### config.mk
export PLATFORM = sky130hd
export DESIGN_NAME = operand_fetch_flat
export DESIGN_NICKNAME = d
export VERILOG_FILES = /design/src/rtl/operand_fetch_pkg.sv /design/src/rtl/operand_fetch_if.sv /design/src/rtl/operand_fetch_scoreboard.sv /design/src/rtl/operand_fetch.sv /design/src/flat_wrapper.sv
export SDC_FILE = /design/constraint.sdc
export NUM_CORES = 1
export LEC_CHECK = 0
export CAP_MARGIN = 0
export CORE_UTILIZATION = 44
export CTS_BUF_LIST = sky130_fd_sc_hd__clkbuf_4 sky130_fd_sc_hd__clkbuf_8
export DETAILED_ROUTE_END_ITERATION = 10
export PLACE_DENSITY = 0.88
export RECOVER_POWER = 100
export SYNTH_ARGS = -nofsm -noshare
export SYNTH_HDL_FRONTEND = slang
export SYNTH_SLANG_ARGS = --single-unit
### constraint.sdc
create_clock -name clk -period 3.8 [get_ports clk]
set_clock_uncertainty 0.15 [all_clocks]
set_input_delay 0.95 -clock clk [delete_from_list [all_inputs] [get_ports clk]]
set_output_delay 0.95 -clock clk [all_outputs]
set_load 0.02 [all_outputs]
### src/rtl/operand_fetch_pkg.sv
// Shared issue/execute definitions: instruction field layout, widths and the operand bundle.
// Execute imports the same package so both sides agree on the bundle format.
package operand_fetch_pkg;

   localparam int DATA_W = 19;
   localparam int ADDR_W = 3;
   localparam int CNT_W  = 16;
   localparam int OPC_W  = 4;
   localparam int IMM_W  = 5;
   localparam int NREG   = 8;

   localparam int OPC_LSB  = 15;
   localparam int WREN_BIT = 14;
   localparam int RD_LSB   = 11;
   localparam int RS1_LSB  = 8;
   localparam int RS2_LSB  = 5;
   localparam int IMM_LSB  = 0;

   typedef logic [DATA_W-1:0] data_t;
   typedef logic [ADDR_W-1:0] reg_t;

   // Field order mirrors the bit positions above, MSB first.
   typedef struct packed {
      logic [OPC_W-1:0] opcode;
      logic             wr_en;
      reg_t             rd;
      reg_t             rs1;
      reg_t             rs2;
      logic [IMM_W-1:0] imm;
   } instr_t;

   typedef struct packed {
      logic [OPC_W-1:0] opcode;
      logic             wr_en;
      reg_t             rd;
      data_t            op_a;
      data_t            op_b;
      data_t            imm;
   } bundle_t;

   function automatic data_t sext_imm(input logic [IMM_W-1:0] imm);
      return {{(DATA_W-IMM_W){imm[IMM_W-1]}}, imm};
   endfunction

   // Same-cycle writeback wins over the register file, which still returns the old value.
   function automatic data_t bypass(input logic wb_en, input reg_t wb_reg, input data_t wb_data,
                                    input reg_t rs, input data_t rf_data);
      return (wb_en && (wb_reg == rs)) ? wb_data : rf_data;
   endfunction

endpackage

### src/rtl/operand_fetch_if.sv
// Bundle of all operand_fetch handshake, register-file, writeback and execute-side signals.
// slave is the operand_fetch side; master is the surrounding pipeline.
interface operand_fetch_if;
   import operand_fetch_pkg::*;

   logic                 in_valid;
   logic                 in_ready;
   logic [DATA_W-1:0]    in_instr;
   reg_t                 rf_read_reg1;
   reg_t                 rf_read_reg2;
   data_t                rf_data1;
   data_t                rf_data2;
   logic                 wb_en;
   reg_t                 wb_reg;
   data_t                wb_data;
   logic                 flush;
   logic                 out_valid;
   logic                 out_ready;
   logic [OPC_W-1:0]     out_opcode;
   logic                 out_wr_en;
   reg_t                 out_rd;
   data_t                out_op_a;
   data_t                out_op_b;
   data_t                out_imm;
   logic [CNT_W-1:0]     stall_cnt;

   modport slave (
      input  in_valid, in_instr, rf_data1, rf_data2, wb_en, wb_reg, wb_data, flush, out_ready,
      output in_ready, rf_read_reg1, rf_read_reg2, out_valid, out_opcode, out_wr_en, out_rd,
             out_op_a, out_op_b, out_imm, stall_cnt
   );

   modport master (
      output in_valid, in_instr, rf_data1, rf_data2, wb_en, wb_reg, wb_data, flush, out_ready,
      input  in_ready, rf_read_reg1, rf_read_reg2, out_valid, out_opcode, out_wr_en, out_rd,
             out_op_a, out_op_b, out_imm, stall_cnt
   );

endinterface

### src/rtl/operand_fetch_scoreboard.sv
// Per-register busy bits for in-flight destinations and the resulting RAW hazard.
// Per edge: writeback clear, then flush clear, then issue set; the set wins on a collision.
module of_scoreboard
   import operand_fetch_pkg::*;
(
   input  logic clk,
   input  logic rst_n,
   input  logic in_valid_i,
   input  reg_t rs1_i,
   input  reg_t rs2_i,
   input  logic wb_en_i,
   input  reg_t wb_reg_i,
   input  logic kill_en_i,
   input  reg_t kill_reg_i,
   input  logic set_en_i,
   input  reg_t set_reg_i,
   output logic hazard_o
);

   logic [NREG-1:0] busy_q;
   logic [NREG-1:0] busy_d;
   logic            rs1_blk_s;
   logic            rs2_blk_s;

   // A register is only blocking if no writeback to it is arriving this cycle.
   always_comb begin
      rs1_blk_s = busy_q[rs1_i] && !(wb_en_i && (wb_reg_i == rs1_i));
      rs2_blk_s = busy_q[rs2_i] && !(wb_en_i && (wb_reg_i == rs2_i));
      hazard_o  = in_valid_i && (rs1_blk_s || rs2_blk_s);
   end

   // Next busy vector with set taking priority over both clear sources.
   always_comb begin
      busy_d = busy_q;
      for (int i = 0; i < NREG; i++) begin
         busy_d[i] = (set_en_i && (set_reg_i == reg_t'(i))) ? 1'b1 :
                     ((wb_en_i && (wb_reg_i == reg_t'(i))) ||
                      (kill_en_i && (kill_reg_i == reg_t'(i)))) ? 1'b0 : busy_q[i];
      end
   end

   // Busy register.
   always_ff @(posedge clk or negedge rst_n) begin
      if (!rst_n) begin
         busy_q <= {NREG{1'b0}};
      end else begin
         busy_q <= busy_d;
      end
   end

endmodule

### src/rtl/operand_fetch.sv
// Issue stage: decodes register fields, reads the register file with writeback bypass,
// stalls on RAW hazards and presents operands through a single valid/ready output slot.
module operand_fetch
   import operand_fetch_pkg::*;
(
   input  logic clk,
   input  logic rst_n,
   operand_fetch_if.slave bus
);

   instr_t           instr_s;
   logic             hazard_s;
   logic             slot_free_s;
   logic             in_ready_s;
   logic             accept_s;
   logic             kill_en_s;
   data_t            op_a_s;
   data_t            op_b_s;
   bundle_t          slot_q;
   bundle_t          slot_d;
   logic             valid_q;
   logic             valid_d;
   logic [CNT_W-1:0] stall_q;
   logic [CNT_W-1:0] stall_d;

   assign instr_s = instr_t'(bus.in_instr);

   assign bus.rf_read_reg1 = instr_s.rs1;
   assign bus.rf_read_reg2 = instr_s.rs2;

   assign slot_free_s = !valid_q || bus.out_ready;
   assign in_ready_s  = slot_free_s && !hazard_s && !bus.flush;
   assign accept_s    = bus.in_valid && in_ready_s;
   // Dropping a bundle that was going to write rd releases its reservation.
   assign kill_en_s   = bus.flush && valid_q && slot_q.wr_en;

   assign op_a_s = bypass(bus.wb_en, bus.wb_reg, bus.wb_data, instr_s.rs1, bus.rf_data1);
   assign op_b_s = bypass(bus.wb_en, bus.wb_reg, bus.wb_data, instr_s.rs2, bus.rf_data2);

   of_scoreboard u_scoreboard (
      .clk        (clk),
      .rst_n      (rst_n),
      .in_valid_i (bus.in_valid),
      .rs1_i      (instr_s.rs1),
      .rs2_i      (instr_s.rs2),
      .wb_en_i    (bus.wb_en),
      .wb_reg_i   (bus.wb_reg),
      .kill_en_i  (kill_en_s),
      .kill_reg_i (slot_q.rd),
      .set_en_i   (accept_s && instr_s.wr_en),
      .set_reg_i  (instr_s.rd),
      .hazard_o   (hazard_s)
   );

   // Output slot next state: flush outranks accept, accept outranks consume.
   always_comb begin
      slot_d  = slot_q;
      valid_d = valid_q;
      if (bus.flush) begin
         valid_d = 1'b0;
      end else if (accept_s) begin
         valid_d       = 1'b1;
         slot_d.opcode = instr_s.opcode;
         slot_d.wr_en  = instr_s.wr_en;
         slot_d.rd     = instr_s.rd;
         slot_d.op_a   = op_a_s;
         slot_d.op_b   = op_b_s;
         slot_d.imm    = sext_imm(instr_s.imm);
      end else if (bus.out_ready) begin
         valid_d = 1'b0;
      end else begin
         valid_d = valid_q;
      end
   end

   // Saturating count of cycles an offered instruction is refused.
   always_comb begin
      stall_d = stall_q;
      if (bus.in_valid && !in_ready_s && (stall_q != {CNT_W{1'b1}})) begin
         stall_d = stall_q + CNT_W'(1);
      end else begin
         stall_d = stall_q;
      end
   end

   // Slot and counter registers.
   always_ff @(posedge clk or negedge rst_n) begin
      if (!rst_n) begin
         slot_q  <= '0;
         valid_q <= 1'b0;
         stall_q <= {CNT_W{1'b0}};
      end else begin
         slot_q  <= slot_d;
         valid_q <= valid_d;
         stall_q <= stall_d;
      end
   end

   assign bus.in_ready   = in_ready_s;
   assign bus.out_valid  = valid_q;
   assign bus.out_opcode = slot_q.opcode;
   assign bus.out_wr_en  = slot_q.wr_en;
   assign bus.out_rd     = slot_q.rd;
   assign bus.out_op_a   = slot_q.op_a;
   assign bus.out_op_b   = slot_q.op_b;
   assign bus.out_imm    = slot_q.imm;
   assign bus.stall_cnt  = stall_q;

endmodule

### src/flat_wrapper.sv
// flat-port wrapper written by rule: the top's interface ports become plain ports
module operand_fetch_flat import operand_fetch_pkg::*;
  (clk, rst_n, bus_in_valid, bus_in_instr, bus_rf_data1, bus_rf_data2, bus_wb_en, bus_wb_reg, bus_wb_data, bus_flush, bus_out_ready, bus_in_ready, bus_rf_read_reg1, bus_rf_read_reg2, bus_out_valid, bus_out_opcode, bus_out_wr_en, bus_out_rd, bus_out_op_a, bus_out_op_b, bus_out_imm, bus_stall_cnt);
  operand_fetch_if bus_i ();
  input  logic clk;
  input  logic rst_n;
  input wire logic [$bits(bus_i.in_valid)-1:0] bus_in_valid;
  input wire logic [$bits(bus_i.in_instr)-1:0] bus_in_instr;
  input wire logic [$bits(bus_i.rf_data1)-1:0] bus_rf_data1;
  input wire logic [$bits(bus_i.rf_data2)-1:0] bus_rf_data2;
  input wire logic [$bits(bus_i.wb_en)-1:0] bus_wb_en;
  input wire logic [$bits(bus_i.wb_reg)-1:0] bus_wb_reg;
  input wire logic [$bits(bus_i.wb_data)-1:0] bus_wb_data;
  input wire logic [$bits(bus_i.flush)-1:0] bus_flush;
  input wire logic [$bits(bus_i.out_ready)-1:0] bus_out_ready;
  output wire logic [$bits(bus_i.in_ready)-1:0] bus_in_ready;
  output wire logic [$bits(bus_i.rf_read_reg1)-1:0] bus_rf_read_reg1;
  output wire logic [$bits(bus_i.rf_read_reg2)-1:0] bus_rf_read_reg2;
  output wire logic [$bits(bus_i.out_valid)-1:0] bus_out_valid;
  output wire logic [$bits(bus_i.out_opcode)-1:0] bus_out_opcode;
  output wire logic [$bits(bus_i.out_wr_en)-1:0] bus_out_wr_en;
  output wire logic [$bits(bus_i.out_rd)-1:0] bus_out_rd;
  output wire logic [$bits(bus_i.out_op_a)-1:0] bus_out_op_a;
  output wire logic [$bits(bus_i.out_op_b)-1:0] bus_out_op_b;
  output wire logic [$bits(bus_i.out_imm)-1:0] bus_out_imm;
  output wire logic [$bits(bus_i.stall_cnt)-1:0] bus_stall_cnt;
  assign bus_i.in_valid = bus_in_valid;
  assign bus_i.in_instr = bus_in_instr;
  assign bus_i.rf_data1 = bus_rf_data1;
  assign bus_i.rf_data2 = bus_rf_data2;
  assign bus_i.wb_en = bus_wb_en;
  assign bus_i.wb_reg = bus_wb_reg;
  assign bus_i.wb_data = bus_wb_data;
  assign bus_i.flush = bus_flush;
  assign bus_i.out_ready = bus_out_ready;
  assign bus_in_ready = bus_i.in_ready;
  assign bus_rf_read_reg1 = bus_i.rf_read_reg1;
  assign bus_rf_read_reg2 = bus_i.rf_read_reg2;
  assign bus_out_valid = bus_i.out_valid;
  assign bus_out_opcode = bus_i.out_opcode;
  assign bus_out_wr_en = bus_i.out_wr_en;
  assign bus_out_rd = bus_i.out_rd;
  assign bus_out_op_a = bus_i.out_op_a;
  assign bus_out_op_b = bus_i.out_op_b;
  assign bus_out_imm = bus_i.out_imm;
  assign bus_stall_cnt = bus_i.stall_cnt;
  operand_fetch u_core (.clk(clk), .rst_n(rst_n), .bus(bus_i));
endmodule
# Yosys cells after proc, flatten, opt, wreduce, memory -nomap -nowiden
# Cells that the tools add are included.
[word_totals] regBits=76 elab_cells=135
[classes] bitwise=1 n_eq_ne=24 mux=25 n_lt_le_gt_ge=2 n_reduce_logical=66 add_sub_neg=1
[ops] op="$mux 19" n=2
[ops] op="$logic_and 1x1->1" n=37
[ops] op="$eq 3x3->1 const B" n=12
[ops] op="$mux 1" n=21
[ops] op="$eq 3x2->1 const B" n=6
[ops] op="$add 16x1->16 const B" n=1
[ops] op="$ne 16x16->1 const B" n=1
[ops] op="$reduce_bool 2->1" n=8
[ops] op="$logic_or 1x1->1" n=10
[ops] op="$eq 3x1->1 const B" n=3
[ops] op="$logic_not 3->1" n=3
[ops] op="$lt 3x4->1 const B" n=2
[ops] op="$bmux 1 s3" n=2
[ops] op="$eq 3x3->1" n=2
[ops] op="$logic_not 1->1" n=6
[ops] op="$reduce_bool 3->1" n=1
[ops] op="$reduce_and 2->1" n=1
[ops] op="$not 1->1" n=1

# Depth between registers and ports, before layout
[depth] depth_word=13 ltp_mapped=9

# Cells and area by module
# From an unflattened synthesis, not the netlist that was laid out.
[hier_totals] hier_cells=384 hier_area_um2=3995.1
[by_module_without_submodules] mod="operand_fetch" cells_each=301 n_inst=1 seq_area_each_um2=1701.6 area_each_um2=3291.9
[by_module_without_submodules] mod="of_scoreboard" cells_each=83 n_inst=1 seq_area_each_um2=200.2 area_each_um2=703.2

# Worst setup path before layout
# Ideal clock, no wire load.
[synth_timing] path_kind="input-to-output" from="input port bus_in_instr[5]" to="output port bus_in_ready" arrival_time_ns=2.507 n_path_buf=2 cell_stages=6 slack_ns=0.193 t_required_ns=2.700 cell_sequence="mux2_2 mux4_2 a32oi_4 buf_6 buf_4 o21a_1"
[synth_between] elab_chain_cells=9
[synth_rtl] element="start, declared" line_no="flat_wrapper.sv:8" rtl="input wire logic [$bits(bus_i.in_instr)-1:0] bus_in_instr;"
[synth_rtl] element="parallel branches: the longest is 3 deep, another holds $bmux 1 s3"
[synth_rtl] element="$logic_and 1x1->1 *" line_no="operand_fetch_scoreboard.sv:28" rtl="rs2_blk_s = busy_q[rs2_i] && !(wb_en_i && (wb_reg_i == rs2_i));"
[synth_rtl] element="$logic_or 1x1->1 *" line_no="operand_fetch_scoreboard.sv:29" rtl="hazard_o = in_valid_i && (rs1_blk_s || rs2_blk_s);"
[synth_rtl] element="$logic_and 1x1->1 *" line_no="operand_fetch_scoreboard.sv:29"
[synth_rtl] element="$logic_not 1->1 *" line_no="operand_fetch.sv:32" rtl="assign in_ready_s = slot_free_s && !hazard_s && !bus.flush;"
[synth_rtl] element="$logic_and 1x1->1 * (2 in a row)" line_no="operand_fetch.sv:32"
[synth_rtl] element="end, declared" line_no="flat_wrapper.sv:16" rtl="output wire logic [$bits(bus_i.in_ready)-1:0] bus_in_ready;"
# Mark *: on every way between the ends. The select of a mux whose other input is x is not followed.

# Worst setup path after layout
[layout_timing] from="input port bus_in_instr[6]" to="output port bus_in_ready"
# Same word-level chain as after synthesis.

==> metrics.md <==
| Metric | Value |
|---|---|
| Synthesized instance count | 362 |
| Failing checks | design-rule violations, max-capacitance violations, max-slew violations |
| Clock period minus worst slack | 3.70 ns |
| Syn_area_per_cell | 11.2 um2 |
| Hpwl dp | 8.23 mm |
| Ys Warns | 0 |
| Status | finished with violations |
| Buffers & Inverters on Critical Path | 2 |
| Post-CTS Setup Bufs | 0 |
| H-tree levels | 3 |
| Req. time, crit path | 2.70 ns |
| Clk buf depth | 2 |
| Boundary Pins | 174 |
| FF+latch count, synth | 76 |
| Port Buffer Count | 173 |
| Die area | 9620 um2 |
| Slowest cell on the critical path | mux4_2 |
| Pwr per Cell Area | 523 nW/um2 |
| CP Class | primary input to output port |
| Critical Path Start Type | primary input |
| Clock Sink Count | 76 |
| Die width | 98.1 um |
| Max incr delay on CP | 0.57 ns |
| Die height | 98.1 um |
| P_leak | 2.62 nW |
| Root Buffer Master | clkbuf_8 |
| Finish-stage setup viols | 0 |
| Total nets after synthesis | 448 |
| Starting Density | 0.459 |
| FP Rows | 34 |
| Crit-path cells | clkdlybuf4s50_1 > mux4_2 > a32oi_4 > o21a_1 > clkbuf_2 |
| DRT antenna net count | 0 |
| CTS clk-pin slew, worst paths | 0.07 ns |
| Unique masters post-synth | 49 |
| Register area share after synthesis | 0.468 |
| Layout cells sized above 1 | 0.107 |
| Crit path arrival time | 2.60 ns |
| Post-synth ARST share | 1.00 |
| Final WS setup | 0.0953 ns |
| Iteration-0 DRC Markers | 125 |
| Vias in the first global route | 3629 |
| Detail-routed via count per cell | 5.54 |
| Post-layout nets | 606 |
| VDD IR-drop max | 0.347 mV |
| Main flop type after synthesis | dfrtp_1 |
| Largest net degree at the start of global routing | 77 |
| Tot GR Track Use | 0.241 |
| First-pass GRT wire length | 18.3 mm |
| Hold buffer count at CTS | 0 |
| Total power | 0.00310 W |
| R2R depth | 8 |
| GR Overflow Total | 0 |
| Hold Crit Depth | 1 |
| Setup_tns | 0 ns |
| Achievable Freq | 270 MHz |
| Reg2reg setup slack | 0.81 ns |
| Worst-margin pin slew | 1.90 ns |
| RePlAce Congestion | 0.878 |
| Relative slew slack | -0.267 |
| DR WL/cell | 17.9 um |
| 1st-pass router iterations | 7 |
| Max-Cap Viols | 1 |
| Final hold violations | 0 |
| Final wirelength | 11.3 mm |
| Crit. End Element | output port |
| Period utilisation layout | 0.975 |
| Top delay family on crit path | buffers and inverters |
| Pins Over Slew Limit | 77 |
| Post-place setup slack | -0.714 ns |
| Area Overhead vs Synth | 45.6% |
| Number of antenna violations at the first check in global routing | 0 |
| TritonCTS clock tree | done |
| Post-route DRC violation count | 17 |
| RSZ-0062 raised after global routing | no |
| Levels on crit path | 5 |
| Worst-Skew Late Latency | 0.34 ns |
| Maximum fanout along the worst path | 3 |
| Worst min-delay path class | flop to flop |
| Vias post-DR | 3509 |
| EDFF count, synth | 0 |
| CTS buffer count | 9 |
| # diodes | 0 |
| Synth Cell Area | 4060 um2 |
| Core area | 8850 um2 |
==> registers in the layout, summed over array words and instances (netlist names) <==
signal	cells
u_core.bus.out_op_a	19
u_core.bus.out_op_b	19
u_core.bus.stall_cnt	16
u_core.u_scoreboard.busy_q	8
u_core.bus.out_imm	5
u_core.bus.out_opcode	4
u_core.bus.out_rd	3
u_core.bus.out_valid	1
u_core.bus.out_wr_en	1
==> cell families after synthesis <==
| group | Yosys count | share of synthesized area |
|---|---|---|
| AND/OR/NAND/NOR | 49 | 0.0699 |
| AO/OA/AOI/OAI | 103 | 0.160 |
| flip-flops | 76 | 0.468 |
| adder cells (fa/ha/maj) | 1 | 0.00308 |
| multiplexers | 66 | 0.181 |
| buffers and inverters | 48 | 0.0767 |
| XOR/XNOR | 19 | 0.0410 |
==> routing by layer <==
layer  track usage  wire length, um
met1         0.293             4560
met2         0.419             5780
met3        0.0558              804
met4        0.0793              163
met5             0                0
==> worst reg2reg max path, stage by stage, from the launching register on <==
cell and delay (ns):
dfrtp_1 0.41, mux2_2 0.28, mux4_2 0.50, a32oi_4 0.20, buf_4 0.49, and2_4 0.30
buf_12 0.16, clkbuf_2 0.25, a21oi_1 0.12
==> path summary, 6_finish.rpt <==
path / startpoint / endpoint
worst max-delay path: bus_in_instr[6] / bus_in_ready
worst min-delay path: u_core.bus.out_opcode[2] / u_core.bus.out_opcode[2]
worst max register to register: u_core.u_scoreboard.busy_q[5] / u_core.bus.out_op_b[16]
worst min register to register: u_core.bus.out_opcode[2] / u_core.bus.out_opcode[2]
max in group asynchronous: rst_n / u_core.bus.out_op_b[1]
min in group asynchronous: rst_n / u_core.bus.stall_cnt[4]
==> layout by cell type, fill, tap and decap left out, drive strengths merged, types with 2 or more instances in the layout <==
| master | count |
|---|---|
| nand3 | 6 |
| xor2 | 13 |
| xnor2 | 6 |
| a211oi | 4 |
| nand2b | 6 |
| mux4 | 2 |
| inv | 5 |
| dlygate4sd3 | 88 |
| clkinv | 2 |
| mux2 | 31 |
| nand3b | 2 |
| o31ai | 4 |
| clkdlybuf4s50 | 81 |
| a2111oi | 4 |
| nor3 | 5 |
| o221ai | 5 |
| nor2b | 2 |
| nand2 | 11 |
| a21oi | 68 |
| dfrtp | 76 |
| nand4 | 9 |
| o21ai | 7 |
| buf | 14 |
| clkbuf | 20 |
| and2 | 2 |
| mux2i | 33 |
==> power by group <==
part / switching, W / internal (W)
clock: 0.000279 / 0.000283
combinational: 0.000725 / 0.000612
sequential: 0.000168 / 0.00103
==> cell usage after synthesis, drive strengths merged (2+ instances only) <==
| cell | instances | area (um2) |
|---|---|---|
| inv | 5 | 18.8 |
| a211oi | 4 | 30.0 |
| o31ai | 4 | 30.0 |
| mux2i | 33 | 330 |
| nor3 | 5 | 25.0 |
| buf | 34 | 259 |
| a2111oi | 4 | 53.8 |
| nor2b | 2 | 12.5 |
| o221ai | 5 | 43.8 |
| mux4 | 2 | 45.0 |
| xor2 | 13 | 114 |
| nand2b | 6 | 37.5 |
| xnor2 | 6 | 52.6 |
| nand3b | 2 | 15.0 |
| mux2 | 31 | 360 |
| nand4 | 9 | 56.3 |
| a21oi | 68 | 340 |
| nand2 | 11 | 48.8 |
| clkbuf | 9 | 33.8 |
| dfrtp | 76 | 1900 |
| o21ai | 7 | 35.0 |
| and2 | 2 | 15.0 |
| nand3 | 6 | 30.0 |
==> layout make-up <==
type	count	area, um2
Clock buffer	14	168
Clock inverter	2	10.0
Fill cell	691	2930
Inverter	5	18.8
Multi-Input combinational cell	238	1820
Sequential cell	76	1900
Tap cell	108	135
Timing Repair Buffer	190	1860
==> repair_timing <==
item                       4_1_cts  5_1_grt
pin swaps                        0        0
resized for setup                5        4
setup endpoints to repair       27        1
==> metrics by stage <==
step	std cells	util	area (um2)	hold WS [ns]
after detailed placement	617	0.655	5790	0.328
after global routing	633	0.668	5910	0.364
after global placement	617	0.655	5790	0.318
after CTS	633	0.674	5960	0.344
after floorplan	362	-	4060	0.359
final	633	0.668	5910	0.337
(Power assumes the default switching activity.)
